### config.mk
export PLATFORM = sky130hd
export DESIGN_NAME = tophat_model_dumper
export DESIGN_NICKNAME = d
export VERILOG_FILES = /design/src/rtl/tophat_model_dumper.sv
export SDC_FILE = /design/constraint.sdc
export NUM_CORES = 1
export LEC_CHECK = 0
export CORE_MARGIN = 5
export CORE_UTILIZATION = 30
export DETAILED_ROUTE_END_ITERATION = 10
export GPL_TIMING_DRIVEN = 0
export SLEW_MARGIN = 5
export SYNTH_ARGS = -nofsm -noshare
export SYNTH_HDL_FRONTEND = slang
export SYNTH_SLANG_ARGS = --single-unit
### constraint.sdc
create_clock -name clk -period 7.6 [get_ports clk]
set_clock_uncertainty 0.2 [all_clocks]
set_input_delay 0.76 -clock clk [delete_from_list [all_inputs] [get_ports clk]]
set_output_delay 0.76 -clock clk [all_outputs]
set_load 0.01 [all_outputs]
### src/rtl/tophat_model_dumper.sv
// rtl/tophat_model_dumper.sv - decision-tree model read-back byte stream transmitter
module tophat_model_dumper #(
  parameter int NUM_INTERNAL    = 7,
  parameter int NUM_LEAVES      = 8,
  parameter int APPEND_CHECKSUM = 0
) (
  input  logic                      clk,
  input  logic                      rst_n,
  input  logic                      clear_i,
  input  logic                      start_i,
  input  logic                      model_loaded_i,
  input  logic [NUM_INTERNAL*3-1:0] node_feature_i,
  input  logic [NUM_INTERNAL*8-1:0] node_threshold_i,
  input  logic [NUM_INTERNAL*4-1:0] node_left_i,
  input  logic [NUM_INTERNAL*4-1:0] node_right_i,
  input  logic [NUM_LEAVES*8-1:0]   leaf_value_i,
  output logic                      byte_valid_o,
  output logic [7:0]                byte_o,
  input  logic                      byte_ready_i,
  output logic                      busy_o,
  output logic                      done_o,
  output logic                      err_o
);

  localparam int NODE_BYTES = NUM_INTERNAL * 4;
  localparam int N_MODEL    = NODE_BYTES + NUM_LEAVES;
  localparam int N_TOTAL    = N_MODEL + ((APPEND_CHECKSUM != 0) ? 1 : 0);
  // One spare code so the checksum position is always representable.
  localparam int IDX_W      = $clog2(N_TOTAL + 1);
  localparam int NODE_W     = (NUM_INTERNAL > 1) ? $clog2(NUM_INTERNAL) : 1;
  localparam int LEAF_W     = (NUM_LEAVES > 1) ? $clog2(NUM_LEAVES) : 1;

  localparam logic [IDX_W-1:0] NODE_END  = IDX_W'(NODE_BYTES);
  localparam logic [IDX_W-1:0] MODEL_END = IDX_W'(N_MODEL);
  localparam logic [IDX_W-1:0] LAST_IDX  = IDX_W'(N_TOTAL - 1);

  typedef enum logic {IDLE, SEND} state_t;

  state_t            state_q, state_d;
  logic [IDX_W-1:0]  idx_q;
  logic [7:0]        csum_q;
  logic              done_q, err_q;
  logic              done_d, err_d;
  logic              load, xfer;

  // Snapshot of the model taken at start; the stream only ever reads these.
  logic [2:0]        feat_q  [NUM_INTERNAL];
  logic [7:0]        thr_q   [NUM_INTERNAL];
  logic [3:0]        left_q  [NUM_INTERNAL];
  logic [3:0]        right_q [NUM_INTERNAL];
  logic [7:0]        leaf_q  [NUM_LEAVES];

  logic [NODE_W-1:0] node_sel;
  logic [LEAF_W-1:0] leaf_sel;
  logic [7:0]        cur_byte;

  // Encode the byte at the current index in loader order: node fields, leaves, checksum.
  always_comb begin
    node_sel = NODE_W'(idx_q >> 2);
    leaf_sel = LEAF_W'(idx_q - NODE_END);
    cur_byte = 8'h00;
    if (idx_q < NODE_END) begin
      case (idx_q[1:0])
        2'd0:    cur_byte = {5'b0, feat_q[node_sel]};
        2'd1:    cur_byte = thr_q[node_sel];
        2'd2:    cur_byte = {4'b0, left_q[node_sel]};
        default: cur_byte = {4'b0, right_q[node_sel]};
      endcase
    end else if (idx_q < MODEL_END) begin
      cur_byte = leaf_q[leaf_sel];
    end else begin
      cur_byte = csum_q;
    end
  end

  // State register; clear behaves exactly like reset.
  always_ff @(posedge clk) begin
    if (!rst_n || clear_i) begin
      state_q <= IDLE;
    end else begin
      state_q <= state_d;
    end
  end

  // Next-state logic plus the load/transfer strobes and status pulse requests.
  always_comb begin
    state_d = state_q;
    load    = 1'b0;
    xfer    = 1'b0;
    done_d  = 1'b0;
    err_d   = 1'b0;
    case (state_q)
      IDLE: begin
        if (start_i) begin
          if (model_loaded_i) begin
            state_d = SEND;
            load    = 1'b1;
          end else begin
            err_d = 1'b1;
          end
        end
      end
      SEND: begin
        if (byte_ready_i) begin
          xfer = 1'b1;
          if (idx_q == LAST_IDX) begin
            state_d = IDLE;
            done_d  = 1'b1;
          end
        end
      end
      default: state_d = IDLE;
    endcase
  end

  // Datapath: snapshot capture, index advance, running checksum, status pulses.
  always_ff @(posedge clk) begin
    if (!rst_n || clear_i) begin
      idx_q  <= '0;
      csum_q <= 8'h00;
      done_q <= 1'b0;
      err_q  <= 1'b0;
      for (int i = 0; i < NUM_INTERNAL; i++) begin
        feat_q[i]  <= '0;
        thr_q[i]   <= '0;
        left_q[i]  <= '0;
        right_q[i] <= '0;
      end
      for (int j = 0; j < NUM_LEAVES; j++) begin
        leaf_q[j] <= '0;
      end
    end else begin
      done_q <= done_d;
      err_q  <= err_d;
      if (load) begin
        idx_q  <= '0;
        csum_q <= 8'h00;
        for (int i = 0; i < NUM_INTERNAL; i++) begin
          feat_q[i]  <= node_feature_i[i*3 +: 3];
          thr_q[i]   <= node_threshold_i[i*8 +: 8];
          left_q[i]  <= node_left_i[i*4 +: 4];
          right_q[i] <= node_right_i[i*4 +: 4];
        end
        for (int j = 0; j < NUM_LEAVES; j++) begin
          leaf_q[j] <= leaf_value_i[j*8 +: 8];
        end
      end else if (xfer) begin
        idx_q <= (idx_q == LAST_IDX) ? '0 : idx_q + 1'b1;
        if (idx_q < MODEL_END) begin
          csum_q <= csum_q ^ cur_byte;
        end
      end
    end
  end

  assign byte_valid_o = (state_q == SEND);
  assign busy_o       = (state_q == SEND);
  assign byte_o       = byte_valid_o ? cur_byte : 8'h00;
  assign done_o       = done_q;
  assign err_o        = err_q;

endmodule
==> flow_summary_export.csv <==
group,metric,value,unit
outcome,status,"completed",
clock_tree,clk_pin_slew_worst_paths,60,ps
setup_path,critPathBufInv,3,
clock_tree,cts.path.max_buffers,3,
synthesis,synthCells,723,
job,max_cap_viol_count,0,
clock_tree,cts_buffers,25,
drt,drc,0,
drt,ant_nets,0,
timing,fin_crit,4840,ps
setup_path,path_depth,8,
setup_path,cp_slowest_stage_delay,660,ps
clock_tree,clock_sinks,217,
clock_tree,clkLatencyLatePin,510,ps
setup_path,slowest_stage,"clkbuf_1",
clock_tree,cts_tree,"built",
synthesis,ys_types,49,
clock_tree,cts_hold_buf,0,
setup_path,path_max_fanout,10,
setup_path,path_cells,"clkbuf_1 -> clkbuf_1 -> mux4_2 -> a221o_1 -> a211oi_2 -> o22ai_1 -> and2_1 -> clkdlybuf4s50_1",
drt,drt_wl_total,28.8,mm
timing,worst_slew_pin_slew,1040,ps
die,ios,215,
synthesis,ys.flop_type,"edfxtp_1",
setup_path,crit_path_start_kind,"flip-flop",
setup_path,cpMostUsedCell,"clkbuf_1",
timing,slew_viol_final,0,
synthesis,yosys-top-cells-area,"edfxtp_1 59%, and2_1 13%, mux4_2 6.7%",
synthesis,syn_nets,931,
setup_path,worstRegToRegCells,9,
timing,final-setup-viol-count,0,
die,placeableCoreArea,33400,um2
drt,vias,6521,
hold_path,hold-path-cell-count,2,
synthesis,yosysWarnings,0,
synthesis,synth_edf_count,197,
synthesis,synth_seq_cells,217,
global_routing,antenna_found_initial,2,
timing,post-route-period-util,63.6,%
setup_path,crit_path_end_kind,"output port",
drt,wl_per_cell,20.1,um
synthesis,synth_commonest_cells,"202 x and2_1, 197 x edfxtp_1, 38 x clkbuf_1",
power,p_per_area,208,nW/um2
die,die_w,193,um
cells_and_area,nets,1173,
hold_path,hold_class,"flip-flop to flip-flop",
clock_tree,root_buffer,"clkbuf_16",
synthesis,syn_area_per_cell,13.9,um2
die,dieArea,37300,um2
placed_design,place_ws,3270,ps
clock_tree,ctsResizeCount,0,
global_routing,grt-ovfl-total,0,
global_routing,grt_pass1_vias,7054,
placed_design,dp_hpwl,21.5,mm
synthesis,yosys.area.top_type_share,58.7,%
synthesis,synthArstFlopShare,0,%
setup_path,cp_top_family,"buffers and inverters",
power,irDropWorstVdd,0.000113,V
setup_path,cp.arrival,3880,ps
placed_design,place_congestion,0.801,
global_routing,grt_max_degree,115,
timing,rsz0062_at_grt,"no",
die,die_y,193,um
cells_and_area,drive_gt1_share,9.88,%
die,start_util,30.2,%
synthesis,synth_top_cell_by_area,"edfxtp_1",
timing,max_freq,207,MHz
global_routing,grt_pass1_wl,43.2,mm
setup_path,required,6640,ps
cells_and_area,area_growth,35.6,%
synthesis,netlist_area,10100,um2
timing,fin_setup_tns,0,ps
timing,relSlewSlack,31.0,%
timing,layout_setup_ws,2760,ps
drt,first_pass_iters,5,
timing,hold_viol,0,
synthesis,ys_seq_area_share,62.7,%
drt,vias_per_cell,4.56,
die,rows,67,
power,p_leak,5.03,nW
setup_path,path_class,"flip-flop to output port",
clock_tree,postCtsSetupBuffers,0,
synthesis,yosysMostFrequentCell,"and2_1",
placed_design,io_buffers,214,
cells_and_area,fillers,3212,
clock_tree,htree_levels,1,
drt,drtIter0Drc,403,
global_routing,grt_util_all_layers,15.0,%
[worst register-to-register path: stages, from the launching register on]
cell and delay [ps]:
dfxtp_1 380, buf_2 380, buf_2 410, inv_1 120, ha_1 320, a22oi_1 230
o22ai_1 100, or4_1 530, a22oi_1 270, mux2i_1 200
[routing by layer]
metal	vias up	track usage (%)	wire, um
met5	-	0	0
met4	0	3.25	416
met3	33	2.52	1180
met1	3193	20.4	13000
met2	164	25.6	14200
li1	3131	-	-
[state kept, by name, summed over array words and instances, names as in the netlist, 6 cells and up, named ones only]
register and count:
csum_q 8, feat_q 21, idx_q 6, leaf_q 64, left_q 28, right_q 28
thr_q 56
[cells in the final DEF (no fill, tap or decap), types with 12 or more instances in the layout]
cell type / count
a21oi_1: 12
and2_1: 202
clkbuf_1: 42
clkbuf_16: 25
clkdlybuf4s50_1: 214
dfxtp_1: 20
edfxtp_1: 197
mux2_2: 15
mux2i_1: 18
mux4_2: 30
nand2_1: 35
nor2_1: 21
o21ai_0: 18
[area by class of cell]
type                       count  area, um2  area share [%]
buffer                        47        214            1.57
clock inverter                15        205            1.50
inverter                       6       30.0           0.220
clock buffer                  29        641            4.69
multi-input combinational    453       3520            25.8
sequential                   217       6320            46.2
timing repair buffer         215       2170            15.9
antenna                        1       2.50          0.0183
tap                          448        561            4.10
[path summary, 6_finish.rpt]
path | startpoint | end | slack [ps]
max | flip-flop | byte_o[1] | 2760
min reg2reg | csum_q[2] | csum_q[2] | 280
max reg2reg | idx_q[0] | csum_q[2] | 4390
min | csum_q[2] | csum_q[2] | 280
[cell families after synthesis]
group           Yosys count  synth area share (%)
xor+xnor                  8                 0.696
simple gates            294                  16.9
flops                   217                  62.7
buf+inv                  53                  2.35
mux                      70                  11.8
fa+ha+maj                 5                 0.621
compound gates           76                  4.98
[through the flow]
| stage | hold slack (ps) | power, W | cell area (um2) | utilization [%] | std cells |
|---|---|---|---|---|---|
| 3_5_place_dp | 273 | 0.00162 | 12800 | 38.4 | 1386 |
| 6_report | 278 | 0.00284 | 13700 | 40.9 | 1431 |
| 2_1_floorplan | 239 | 0.00148 | 10100 | - | 723 |
| 5_1_grt | 303 | 0.00294 | 13700 | 40.9 | 1431 |
| 3_3_place_gp | 253 | 0.00163 | 12800 | 38.3 | 1385 |
| 4_1_cts | 281 | 0.00287 | 13700 | 40.9 | 1430 |
[power breakdown]
group          internal [W]  switching, W  leakage, nW  total [W]
Clock              0.000770      0.000480        0.394    0.00125
Sequential          0.00137     0.0000159         2.39    0.00138
Combinational      0.000131     0.0000777         2.24   0.000209
Total               0.00227      0.000573         5.03    0.00284
(Power assumes the default switching activity.)
